$ cat src/rtl/lieat_exu_vpu_rob.sv
// VPU dispatch steering plus in-order completion buffer: routes micro-ops to
// NUM_FU channels, gathers out-of-order results and retires them in program order.
module lieat_exu_vpu_rob #(
    parameter int NUM_FU  = 3,
    parameter int DEPTH   = 4,
    parameter int XLEN    = 32,
    parameter int REG_IDX = 5,
    parameter int DW      = 32,
    localparam int FUW    = (NUM_FU > 1) ? $clog2(NUM_FU) : 1,
    localparam int PTRW   = $clog2(DEPTH)
) (
    input  logic                 clock,
    input  logic                 reset,
    input  logic                 flush_req,
    input  logic                 disp_valid,
    output logic                 disp_ready,
    input  logic [FUW-1:0]       disp_fu,
    input  logic [XLEN-1:0]      disp_pc,
    input  logic [REG_IDX-1:0]   disp_rd,
    output logic [NUM_FU-1:0]    fu_i_valid,
    input  logic [NUM_FU-1:0]    fu_i_ready,
    input  logic [NUM_FU-1:0]    fu_o_valid,
    output logic [NUM_FU-1:0]    fu_o_ready,
    input  logic [NUM_FU-1:0]    fu_o_wen,
    input  logic [NUM_FU*DW-1:0] fu_o_data,
    output logic                 wb_valid,
    input  logic                 wb_ready,
    output logic [XLEN-1:0]      wb_pc,
    output logic [REG_IDX-1:0]   wb_rd,
    output logic                 wb_wen,
    output logic [DW-1:0]        wb_data,
    output logic [PTRW:0]        occupancy
);

    localparam logic [PTRW:0]   DEPTH_L = (PTRW+1)'(DEPTH);
    localparam logic [PTRW:0]   CNT_ONE = (PTRW+1)'(1);
    localparam logic [PTRW-1:0] PTR_ONE = PTRW'(1);

    logic [DEPTH-1:0]   r_valid;
    logic [DEPTH-1:0]   r_done;
    logic [DEPTH-1:0]   r_wen;
    logic [FUW-1:0]     r_fu   [DEPTH];
    logic [XLEN-1:0]    r_pc   [DEPTH];
    logic [REG_IDX-1:0] r_rd   [DEPTH];
    logic [DW-1:0]      r_data [DEPTH];
    logic [PTRW-1:0]    r_head;
    logic [PTRW-1:0]    r_tail;
    logic [PTRW:0]      r_count;

    logic               w_full;
    logic               w_sel_ready;
    logic               w_disp_ok;
    logic               w_disp_fire;
    logic               w_ret_fire;
    logic [NUM_FU-1:0]  w_tgt_found;
    logic [PTRW-1:0]    w_tgt_idx [NUM_FU];
    logic [NUM_FU-1:0]  w_cmp_fire;

    assign w_full    = (r_count == DEPTH_L);
    assign w_disp_ok = disp_valid & ~w_full & ~flush_req;

    // Channel steering; an out-of-range disp_fu matches no channel, so it is never ready.
    always_comb begin
        w_sel_ready = 1'b0;
        fu_i_valid  = {NUM_FU{1'b0}};
        for (int k = 0; k < NUM_FU; k++) begin
            w_sel_ready   = w_sel_ready | (fu_i_ready[k] & (disp_fu == FUW'(k)));
            fu_i_valid[k] = w_disp_ok & (disp_fu == FUW'(k));
        end
    end

    assign disp_ready  = ~w_full & ~flush_req & w_sel_ready;
    assign w_disp_fire = disp_valid & disp_ready;

    // Per-channel completion target: oldest pending entry of that channel, scanning from head.
    always_comb begin
        logic [PTRW-1:0] v_scan;
        logic            v_hit;
        v_scan = {PTRW{1'b0}};
        v_hit  = 1'b0;
        for (int k = 0; k < NUM_FU; k++) begin
            w_tgt_found[k] = 1'b0;
            w_tgt_idx[k]   = {PTRW{1'b0}};
            for (int i = 0; i < DEPTH; i++) begin
                v_scan = r_head + PTRW'(i);
                v_hit  = ~w_tgt_found[k] & r_valid[v_scan] & ~r_done[v_scan] &
                         (r_fu[v_scan] == FUW'(k));
                w_tgt_idx[k]   = v_hit ? v_scan : w_tgt_idx[k];
                w_tgt_found[k] = w_tgt_found[k] | v_hit;
            end
        end
    end

    assign fu_o_ready = w_tgt_found & {NUM_FU{~flush_req}};
    assign w_cmp_fire = fu_o_valid & fu_o_ready;

    // wb_valid is deliberately not gated by flush_req; a flush-cycle retire is still visible.
    assign wb_valid   = r_valid[r_head] & r_done[r_head];
    assign wb_pc      = wb_valid ? r_pc[r_head]   : {XLEN{1'b0}};
    assign wb_rd      = wb_valid ? r_rd[r_head]   : {REG_IDX{1'b0}};
    assign wb_wen     = wb_valid ? r_wen[r_head]  : 1'b0;
    assign wb_data    = wb_valid ? r_data[r_head] : {DW{1'b0}};
    assign w_ret_fire = wb_valid & wb_ready;
    assign occupancy  = r_count;

    // Entry state, pointers and count; flush overrides every same-cycle event.
    always_ff @(posedge clock or negedge reset) begin
        if (!reset) begin
            r_valid <= {DEPTH{1'b0}};
            r_done  <= {DEPTH{1'b0}};
            r_wen   <= {DEPTH{1'b0}};
            r_head  <= {PTRW{1'b0}};
            r_tail  <= {PTRW{1'b0}};
            r_count <= {(PTRW+1){1'b0}};
            for (int i = 0; i < DEPTH; i++) begin
                r_fu[i]   <= {FUW{1'b0}};
                r_pc[i]   <= {XLEN{1'b0}};
                r_rd[i]   <= {REG_IDX{1'b0}};
                r_data[i] <= {DW{1'b0}};
            end
        end else if (flush_req) begin
            r_valid <= {DEPTH{1'b0}};
            r_done  <= {DEPTH{1'b0}};
            r_head  <= {PTRW{1'b0}};
            r_tail  <= {PTRW{1'b0}};
            r_count <= {(PTRW+1){1'b0}};
        end else begin
            if (w_disp_fire) begin
                r_valid[r_tail] <= 1'b1;
                r_done[r_tail]  <= 1'b0;
                r_fu[r_tail]    <= disp_fu;
                r_pc[r_tail]    <= disp_pc;
                r_rd[r_tail]    <= disp_rd;
                r_tail          <= r_tail + PTR_ONE;
            end
            for (int k = 0; k < NUM_FU; k++) begin
                if (w_cmp_fire[k]) begin
                    r_done[w_tgt_idx[k]] <= 1'b1;
                    r_wen[w_tgt_idx[k]]  <= fu_o_wen[k];
                    r_data[w_tgt_idx[k]] <= fu_o_data[k*DW +: DW];
                end
            end
            if (w_ret_fire) begin
                r_valid[r_head] <= 1'b0;
                r_done[r_head]  <= 1'b0;
                r_head          <= r_head + PTR_ONE;
            end
            case ({w_disp_fire, w_ret_fire})
                2'b10:   r_count <= r_count + CNT_ONE;
                2'b01:   r_count <= r_count - CNT_ONE;
                default: r_count <= r_count;
            endcase
        end
    end

endmodule

$ cat config.mk
export PLATFORM = sky130hd
export DESIGN_NAME = lieat_exu_vpu_rob
export DESIGN_NICKNAME = d
export VERILOG_FILES = /design/src/rtl/lieat_exu_vpu_rob.sv
export SDC_FILE = /design/constraint.sdc
export NUM_CORES = 1
export LEC_CHECK = 0
export BUFFER_PORTS_ARGS = -buffer_cell sky130_fd_sc_hd__buf_4
export CAP_MARGIN = 15
export CORE_MARGIN = 3
export CORE_UTILIZATION = 53
export DETAILED_ROUTE_END_ITERATION = 16
export PLACE_DENSITY_LB_ADDON = 0.12
export SKIP_LAST_GASP = 1
export SYNTH_ARGS = -nofsm -noshare
export SYNTH_HDL_FRONTEND = slang
export SYNTH_SLANG_ARGS = --single-unit
export TNS_END_PERCENT = 10
$ cat constraint.sdc
create_clock -name clock -period 3.6 [get_ports clock]
set_clock_uncertainty 0.05 [all_clocks]
set_input_delay 0.36 -clock clock [delete_from_list [all_inputs] [get_ports clock]]
set_output_delay 0.36 -clock clock [all_outputs]
set_load 0.005 [all_outputs]
==> results of run 1 <==
-- final cells by class --
type                            instances  area share, %
Clock buffer                           50           5.13
Clock inverter                         12          0.800
Inverter                               15          0.277
Multi-Input combinational cell        804           41.0
Sequential cell                       303           37.3
Tap cell                              390           2.40
Timing Repair Buffer                  312           13.1
-- placed cells by master, fill, tap and decap left out, drive strengths merged, types with 3 or more instances in the layout --
| cell | n |
|---|---|
| buf | 307 |
| dfrtp | 303 |
| mux2 | 153 |
| o22a | 127 |
| o221a | 126 |
| mux4 | 82 |
| and3 | 73 |
| or3 | 63 |
| clkbuf | 53 |
| nand2 | 27 |
| nor2 | 18 |
| inv | 17 |
| nor2b | 12 |
| a21oi | 10 |
| ha | 8 |
| nand2b | 7 |
| mux2i | 6 |
| and2 | 6 |
| o221ai | 6 |
| a2bb2oi | 6 |
| a31oi | 6 |
| clkinv | 6 |
| o21ai | 5 |
| nor3 | 5 |
| nand3 | 5 |
| or2 | 4 |
| or4b | 4 |
| nor4 | 4 |
| or4 | 3 |
| bufinv | 3 |
| or3b | 3 |
| a21boi | 3 |
-- sequential cells by signal, indices dropped and copies added (netlist names) --
signal / flops
r_data: 128
r_pc: 128
r_rd: 20
r_fu: 8
r_done: 4
r_valid: 4
r_wen: 4
occupancy: 3
r_head: 2
r_tail: 2
-- metrics by stage --
stage | utilization [%] | cell area, um2
detailed placement | 62.8 | 18900
floorplan | - | 16500
finish | 67.5 | 20300
global placement | 62.8 | 18900
CTS | 66.9 | 20100
global route | 67.5 | 20300
-- repair_timing --
action	CTS	global route
hold endpoints to repair	88	0
pin swaps	0	3
setup buffers	0	4
gates cloned	0	4
hold buffers	2	0
setup endpoints to repair	93	136
gates resized for setup	2	15
-- cells by family after synthesis --
group	after synthesis	synth area share (%)
and+or+nand+nor	240	8.84
adders and majority gates	9	0.730
buffers and inverters	140	3.85
DFF	303	46.1
AOI/OAI and AO/OA	311	18.3
muxes	241	22.1
xor gates and xnor gates	3	0.160
-- power by group --
group          leakage, nW  internal (mW)  switching [mW]  total, mW
registers             3.91           4.09           0.397       4.49
clock network        0.594           2.25            1.45       3.69
logic                 4.47           1.08           0.557       1.64
-- cell usage after synthesis (3+ instances only) --
cell type,instances
or3_1,63
nand2_1,27
nor2_1,18
a2bb2oi_1,6
or2_1,3
a21oi_1,10
inv_1,14
mux2_2,153
o221ai_1,6
o21ai_0,5
mux4_2,82
a31oi_1,6
buf_1,23
nand3_2,3
and2_1,6
nor2b_1,12
ha_1,8
or4b_2,3
o221a_2,71
buf_6,6
o221a_1,55
mux2i_1,6
and3_1,73
nand2b_1,7
o22a_1,127
clkbuf_1,60
or3b_1,3
dfrtp_1,303
buf_2,29
buf_4,7
nor3_1,5
or4_1,3
-- layer usage --
metal,wire length [um],GRT usage (%)
met5,29,0
met4,1240,8.38
met3,4090,6.88
met2,23700,47.2
met1,20100,38.7
-- path summary, 6_finish.rpt --
kind	depth (start not counted)	endpoint
max in group asynchronous	3	r_pc[48]
worst max register to register	12	r_data[103]
worst max-delay path	12	r_data[103]
worst min register to register	1	r_data[54]
min in group asynchronous	2	r_data[5]
worst min-delay path	2	r_rd[15]
==> impl_results.md, run 1 <==
- Crit. Startpoint: r_head[1]
- FMAX: 284 MHz
- Clk_lat worst skew: 0.52 ns
- CTS root buf: clkbuf_16
- Fin crit share: 97.6%
- Clock-pin slew on the worst setup and hold paths: 0.06 ns
- HP Start: disp_rd[0]
- Global-route wire length before repair: 76,700 um
- ANT nets after route: 0
- Gpl congestion: 0.890
- Sequential cell area: 7590 um2
- Total grt overflow: 0
- H-tree levels: 2
- Fin. max-slew vios: 0
- Fin. Hold Viols: 0
- Hpwl dp: 29,700 um
- Max clock buf depth: 3
- Ys flop type: dfrtp_1
- Reg-to-Reg Start: r_head[1]
- WP buf/inv: 3
- # Max-Cap Violations: 0
- Ant. Diodes: 0
- FF+latch count, synth: 303
- Final setup violation count: 0
- Core ar.: 30,100 um2
- CTS tree: done
- Share of Yosys cell area claimed by the top area cell type: 46.1%
- # IOs: 230
- Finished Layout Cells: 1,886
- Vias/cell: 6.73
- Unique masters post-synth: 65
- Slowest stage cell, crit path: mux4_2
- RSZ-0062 raised after global routing: yes
- Post-Synthesis Cells: 1,247
- Outcome: complete, no violations
- Dpl ws: -0.0643 ns
- Vias: 12,700
- Arr. time, crit path: 3.92 ns
- Starting Density: 54.6%
- IO buf count: 229
- Sequential-to-total area share from yosys stat: 46.1%
- DR iter-0 viols: 1,007
- Setup Total Neg Slack: 0 ns
- Initial antenna violation count: 3
- DRC: 0
- Vias in the first global route: 13,400
- Share of cells above drive strength 1: 47.1%
- Slowest stage delay, CP: 0.54 ns
- Die width: 182 um
- Final Power: 9.82 mW
- Req. time, crit path: 4.00 ns
- Avg WL per Cell: 26.1 um
- Min cycle time layout: 3.52 ns
- Synth top area cells: dfrtp_1, mux4_2, mux2_2
- First-pass DRT Iterations: 5
- Net Count, Synth: 1,405
- Crit Path Max Fanout: 13
- Fill count: 2,228
- CP endpoint kind: flop
- Mapped Avg Cell Area: 13.2 um2
- Crit path kind: flop to flop
- Worst slew pin tran: 0.847 ns
- Max_slew headroom: 43.5%
- Pin count of the biggest net entering global routing: 94
- Yosys Warn Count: 0
- Crit path max-delay family: compound AO/OA/AOI/OAI gates
- Leak pwr: 8.97 nW
- Die height: 182 um
- Worst Setup Start Kind: flop
- Post-synth EDFFs: 0
- Worst vdd ir: 0.375 mV
- Placed insts: 1,814
- Netlist Area Pre-Place: 16,500 um2
- Pwr per Cell Area: 483 nW/um2
- Synth async-reset ratio: 100%
- Nets: 1,629
- Final worst setup slack: 0.0849 ns
- Largest area contributor in the netlist: dfrtp_1
- CTS buffer count: 35
- Synth-to-layout area growth: 23.6%
- Multi-input gate area: 8330 um2
- GRT Resource Usage Total: 28.8%
- Flop-to-flop setup slack: 0.08 ns
- Cells along the critical path: inv_1, ha_4, mux4_2, nor2b_1, a21boi_4, a31oi_1, o32a_1, or4_1, buf_4, nand3_2, clkbuf_16, o221a_2
- Cell row count: 63
- Clock sinks: 303
- Hold slack final: 0.0454 ns
- Worst Hold Class: input port to flop
- Die Area: 33,200 um2
- WL final: 49,200 um
No activity file was read; power rests on OpenSTA's default activity.
==> run 2, diff against run 1 <==
--- a/config.mk
+++ b/config.mk
@@ -10,7 +10,7 @@
 export CORE_MARGIN = 3
 export CORE_UTILIZATION = 53
 export DETAILED_ROUTE_END_ITERATION = 16
-export PLACE_DENSITY_LB_ADDON = 0.12
+export PLACE_DENSITY = 0.81
 export SKIP_LAST_GASP = 1
 export SYNTH_ARGS = -nofsm -noshare
 export SYNTH_HDL_FRONTEND = slang
==> run 2 against run 1 <==
Compared with the run above: first-iteration DRC count up 17%; setup slack worse by 0.033 ns; non-clock buffer count up 16; die area unchanged; core utilization up 0.062 points; count of clock-buffer cells in the layout down 5; largest cell class unchanged; cell count up 0.74%; critical path type unchanged; sequential power about the same; critical path depth unchanged.
==> impl_results.md, run 2 (same netlist as run 1, synthesis figures left out) <==
- Gpl congestion: 0.910 (+2.3%)
- DRC: 0 (unchanged)
- Initial antenna violation count: 2 (-1)
- Clock-pin slew on the worst setup and hold paths: 0.06 ns (about the same)
- Global-route wire length before repair: 77,300 um (+0.82%)
- Cell row count: 63 (unchanged)
- Multi-input gate area: 8350 um2 (+0.18%)
- Req. time, crit path: 3.98 ns (-0.02 ns)
- CTS buffer count: 34 (-2.9%)
- Nets: 1,644 (+0.92%)
- Core ar.: 30,100 um2 (unchanged)
- # IOs: 230 (unchanged)
- FMAX: 282 MHz (-0.94%)
- Die height: 182 um (unchanged)
- WL final: 50,000 um (+1.6%)
- Worst slew pin tran: 0.859 ns (+0.0113 ns)
- Fin crit share: 98.6% (+0.92 points)
- Pin count of the biggest net entering global routing: 99 (+5.3%)
- # Max-Cap Violations: 0 (unchanged)
- Arr. time, crit path: 3.92 ns (about the same)
- Synth-to-layout area growth: 23.7% (about the same)
- Avg WL per Cell: 26.3 um (+0.85%)
- RSZ-0062 raised after global routing: yes
- Sequential cell area: 7590 um2 (unchanged)
- Total grt overflow: 0 (unchanged)
- HP Start: disp_pc[17]
- Share of cells above drive strength 1: 47.9% (+0.82 points)
- Die width: 182 um (unchanged)
- Clk_lat worst skew: 0.53 ns (about the same)
- Clock sinks: 303 (unchanged)
- Reg-to-Reg End: r_data[28]
- Min cycle time layout: 3.55 ns (+0.0333 ns)
- Die Area: 33,200 um2 (unchanged)
- Vias in the first global route: 14,100 (+5.0%)
- Slowest stage delay, CP: 0.56 ns (+0.02 ns)
- Flop-to-flop setup slack: 0.05 ns (-0.03 ns)
- Biggest regs: r_data (128), r_pc (128), r_rd (20)
- Vias: 13,300 (+4.9%)
- H-tree levels: 2 (unchanged)
- Commonest non-fill, non-tap cell in the layout: dfrtp_1
- Outcome: complete, no violations
- Reg-to-Reg Start: r_head[0]
- Worst Setup Start Kind: flop
- CTS tree: done
- Core Util, Final: 67.6% (about the same)
- ANT nets after route: 0 (unchanged)
- R2R depth: 12 (unchanged)
- Leak pwr: 8.99 nW (+0.21%)
- Hpwl dp: 31,800 um (+7.1%)
- CP endpoint kind: flop
- Hold path cells: 2 (unchanged)
- Crit path kind: flop to flop
- Max clock buf depth: 3 (unchanged)
- Commonest cells after routing, fill and taps aside: dfrtp_1, buf_4, mux2_2
- Pwr per Cell Area: 477 nW/um2 (-1.2%)
- Fin. Hold Viols: 0 (unchanged)
- Crit path top cell by count: buf_6
- Hold Path Sink: r_pc[17]
- Fin. max-slew vios: 0 (unchanged)
- IO buf count: 229 (unchanged)
- Cells along the critical path: buf_6, mux4_2, nand2b_1, or3b_4, and3_1, nor4_4, buf_6, nand3b_1, buf_4, buf_6, o221ai_1, a2bb2oi_1
- First-pass DRT Iterations: 8 (+3)
- Hold slack final: 0.0344 ns (-0.0110 ns)
- Worst Hold Class: input port to flop
- Starting Density: 54.6% (unchanged)
- Final setup violation count: 0 (unchanged)
- Fill count: 2,097 (-5.9%)
- Max_slew headroom: 42.8% (-0.75 points)
- Slowest stage cell, crit path: mux4_2
- Worst vdd ir: 0.381 mV (+1.5%)
- DR iter-0 viols: 1,182 (+17%)
- Vias/cell: 7.01 (+4.2%)
- GRT Resource Usage Total: 29.2% (+0.38 points)
- CTS root buf: clkbuf_16
- Crit Path Max Fanout: 12 (-1)
[run 2: cell types whose count changed in the layout (fill, tap and decap cells not counted), moves of 2 or more]
| cell | delta |
|---|---|
| buf_12 | +2 |
| buf_4 | +17 |
| clkbuf_1 | -2 |
| clkbuf_16 | -5 |
| diode_2 | +2 |
| clkinv_2 | +2 |
[run 2: per-layer routing]
metal	wire length (um)	part of all wire, %	track usage (%)	up-vias
li1	-	-	-	5501
met1	18700	37	38.2	6816
met2	24000	48	46.8	812
met3	4960	9.9	6.30	185
met4	2300	4.6	13.7	0
met5	0	0	0	-
[run 2: area by class of cell]
type                       count  share of cell area (%)
multi-input combinational    804                    41.0
clock inverter                13                   0.793
timing repair buffer         328                    13.4
inverter                      15                   0.277
antenna                        2                  0.0246
sequential                   303                    37.3
tap                          390                    2.40
clock buffer                  45                    4.78
[run 2: how the worst max path moves through the flow]
stage / startpoint / to / slack [ns] / cells past startpoint
2_1_floorplan: r_head[1] / r_data[100] / 0.02 / 12
3_3_place_gp: r_head[0] / r_data[122] / 0.11 / 11
3_5_place_dp: r_head[0] / r_data[55] / 0.02 / 14
4_1_cts: r_head[0] / r_data[45] / 0.01 / 14
5_1_grt: r_head[1] / r_data[31] / -0.07 / 15
6_report: r_head[0] / r_data[28] / 0.05 / 12
[run 2: through the flow]
stage | instance area, um2 | setup TNS [ns] | instances | worst slack (ns) | power [mW]
2_1_floorplan | 16500 | 0 | 1247 | 0.0238 | 5.54
3_3_place_gp | 19000 | 0 | 1832 | 0.106 | 6.05
3_5_place_dp | 19000 | 0 | 1832 | 0.0219 | 6.17
4_1_cts | 20200 | 0 | 1891 | 0.0118 | 9.71
5_1_grt | 20400 | -1.70 | 1900 | -0.0670 | 10.1
6_report | 20400 | 0 | 1900 | 0.0516 | 9.71
[run 2: timing repair]
item | 4_1_cts | 5_1_grt
gates cloned | 0 | 2
setup endpoints to repair | 3 | 117
resized for setup | 1 | 22
hold endpoints to repair | 91 | 0
pin swaps | 1 | 2
hold buffers | 1 | 0
setup buffers | 0 | 5
[run 2: power breakdown]
group / internal (mW) / switching (mW)
Sequential: 4.09 / 0.411
Combinational: 1.09 / 0.570
Clock: 2.12 / 1.43
[run 2: critical path: cells and delay by family, from the launching register on]
| family | cells | cell delay (ns) |
|---|---|---|
| and+or+nand+nor | 5 | 1.40 |
| buffers and inverters | 4 | 0.64 |
| muxes | 1 | 0.56 |
| DFF | 1 | 0.42 |
| AOI/OAI and AO/OA | 2 | 0.37 |
==> run 3, diff against run 2 <==
==> constraint.sdc (replaced) <==
create_clock -name clock -period 2.9 [get_ports clock]
set_clock_uncertainty 0.05 [all_clocks]
set_input_delay 0.29 -clock clock [delete_from_list [all_inputs] [get_ports clock]]
set_output_delay 0.29 -clock clock [all_outputs]
set_load 0.005 [all_outputs]
==> run 3 against run 2 <==
Compared with the run above: the flow now finishes with violations (setup timing); cell area up 4.6%; die area unchanged; power up 24%; non-clock buffer count up 79; sequential power up 24%; count of clock-buffer cells in the layout up 1; cell count up 4.3%; via count up 2.9%; setup slack worse by 0.66 ns.
==> impl_results.md, run 3 (same netlist as run 1, synthesis figures left out) <==
- Core ar.: 30,100 um2 (unchanged)
- IO buf count: 229 (unchanged)
- Commonest non-fill, non-tap cell in the layout: buf_4
- Fin crit share: 121% (+22 points)
- R2R depth: 12 (unchanged)
- Clk_lat worst skew: 0.52 ns (about the same)
- Reg-to-Reg End: r_data[71]
- Worst Hold Class: input port to flop
- WL final: 52,800 um (+5.5%)
- Clock-pin slew on the worst setup and hold paths: 0.06 ns (about the same)
- HP Start: flush_req
- Pint: 8.98 mW (+23%)
- Sw Pwr: 3.04 mW (+26%)
- Starting Density: 54.6% (unchanged)
- DR iter-0 viols: 1,244 (+5.2%)
- Gpl congestion: 0.913 (+0.29%)
- Vias in the first global route: 14,400 (+2.7%)
- Vias/cell: 6.91 (-1.4%)
- ANT nets after route: 0 (unchanged)
- Pin count of the biggest net entering global routing: 83 (-16%)
- Fin. max-slew vios: 0 (unchanged)
- Hold slack final: 0.0203 ns (-0.0141 ns)
- Avg WL per Cell: 26.6 um (+1.2%)
- # IOs: 230 (unchanged)
- Sw Share: 25.3% (+0.47 points)
- Clock sinks: 303 (unchanged)
- Outcome: finished, violations left
- Cell row count: 63 (unchanged)
- Failing checks: setup timing
- Die height: 182 um (unchanged)
- Flop pwr share: 46.6% (+0.2 points)
- Setup Total Neg Slack: -77.20 ns (-77.20 ns)
- Min cycle time layout: 3.51 ns (-0.0394 ns)
- Leak pwr: 9.44 nW (+5.0%)
- Slowest stage cell, crit path: dfrtp_4
- Worst slew pin tran: 0.846 ns (-0.0121 ns)
- Total grt overflow: 0 (unchanged)
- Max_slew headroom: 43.6% (+0.81 points)
- Combinational Power Share: 17.7% (+0.6 points)
- CTS tree: done
- Max clock buf depth: 3 (unchanged)
- Final worst setup slack: -0.609 ns (-0.661 ns)
- Global-route wire length before repair: 81,100 um (+4.9%)
- Crit path kind: flop to flop
- H-tree levels: 2 (unchanged)
- Slowest stage delay, CP: 0.54 ns (-0.02 ns)
- Flop-to-flop setup slack: -0.61 ns (-0.66 ns)
- Biggest regs: r_data (128), r_pc (128), r_rd (20)
- Die Area: 33,200 um2 (unchanged)
- # Max-Cap Violations: 0 (unchanged)
- Hpwl dp: 31,900 um (+0.11%)
- WP buf/inv: 4 (unchanged)
- GRT Resource Usage Total: 30.7% (+1.5 points)
- First-pass DRT Iterations: 6 (-2)
- Req. time, crit path: 3.25 ns (-0.73 ns)
- Reg-to-Reg Start: r_head[0]
- Nets: 1,723 (+4.8%)
- Share of cells above drive strength 1: 49.0% (+1.1 points)
- Hold path cells: 2 (unchanged)
- Worst Setup Start Kind: flop
- Arr. time, crit path: 3.86 ns (-0.06 ns)
- CTS root buf: clkbuf_16
- Worst vdd ir: 0.399 mV (+4.7%)
- RSZ-0062 raised after global routing: yes
- Pwr per Cell Area: 565 nW/um2 (+18%)
- Synth-to-layout area growth: 29.4%
- Fin. Hold Viols: 0 (unchanged)
- Commonest cells after routing, fill and taps aside: buf_4, dfrtp_1, mux2_2
- CP endpoint kind: flop
- Vias: 13,700 (+2.9%)
- Clock power share: 35.7% (-0.8 points)
- Initial antenna violation count: 2 (unchanged)
- Crit path max-delay family: compound AO/OA/AOI/OAI gates
- Hold Path Sink: r_data[42]
- Crit Path Max Fanout: 8 (-4)
- Crit path top cell by count: buf_4
- Die width: 182 um (unchanged)
- CTS buffer count: 34 (unchanged)
- DRC: 0 (unchanged)
- Final setup violation count: 213 (+213)
- FMAX: 285 MHz (+1.1%)
- Cells along the critical path: buf_6, or3b_1, a21o_1, buf_4, a211oi_1, buf_4, o21ai_0, a32oi_1, nand2b_1, nand3_4, clkbuf_16, o221a_2
run 3: worst register-to-register path, delay by kind of cell, from the launching register on:
| family | cells | cell delay [ns] |
|---|---|---|
| AOI/OAI and AO/OA | 5 | 1.12 |
| and+or+nand+nor | 3 | 0.95 |
| buffers and inverters | 4 | 0.75 |
| DFF | 1 | 0.54 |
run 3: power by group through the flow:
stage	sequential, mW	clock [mW]	combinational (mW)
floorplan	5.44	0	1.44
global placement	5.57	0	1.94
detailed placement	5.61	0	2.04
CTS	5.56	4.32	2.09
global route	5.68	4.51	2.28
finish	5.61	4.29	2.12
run 3: layout make-up:
class                   instances  area [um2]
clock buffers                  46         956
multi-input cells             804        8450
repair buffers                407        3590
diodes                          2        5.00
well taps                     390         488
clock inverters                14         141
inverters                      15        66.3
flip-flops and latches        303        7590
fillers                      1954        8830
run 3: worst max path at each step:
stage	start	endpoint	slack (ns)	cells past startpoint
final	r_head[0]	r_data[71]	-0.61	12
after global routing	r_head[0]	r_data[72]	-0.68	12
after CTS	r_head[0]	r_data[43]	-0.50	11
after detailed placement	r_head[0]	r_data[51]	-0.61	11
after global placement	r_head[0]	r_wen[2]	-0.57	11
after floorplan	r_head[1]	r_data[100]	-0.60	14
run 3: metrics by stage:
stage          setup slack, ns  area, um2  instances  power (mW)  util [%]
2_1_floorplan           -0.596      16600       1247        6.87         -
3_5_place_dp            -0.614      19300       1860        7.65      64.1
4_1_cts                 -0.495      21000       1969        12.0      69.8
3_3_place_gp            -0.572      19300       1860        7.51      64.1
5_1_grt                 -0.683      21300       1980        12.5      70.7
6_report                -0.609      21300       1981        12.0      70.7
run 3: timing repair:
item,4_1_cts,5_1_grt
hold buffers,38,0
resized for setup,26,23
setup endpoints to repair,205,217
endpoints found under the hold margin,200,0
gates cloned,3,6
buffers inserted,9,4
pin swaps,11,11
run 3: routing by layer:
| layer | GRT usage [%] | up-vias | routed length (um) |
|---|---|---|---|
| met5 | 0 | - | 13 |
| met2 | 50.1 | 915 | 25700 |
| met1 | 39.8 | 6929 | 19400 |
| met3 | 6.64 | 196 | 5490 |
| met4 | 13.6 | 2 | 2230 |
| li1 | - | 5652 | - |
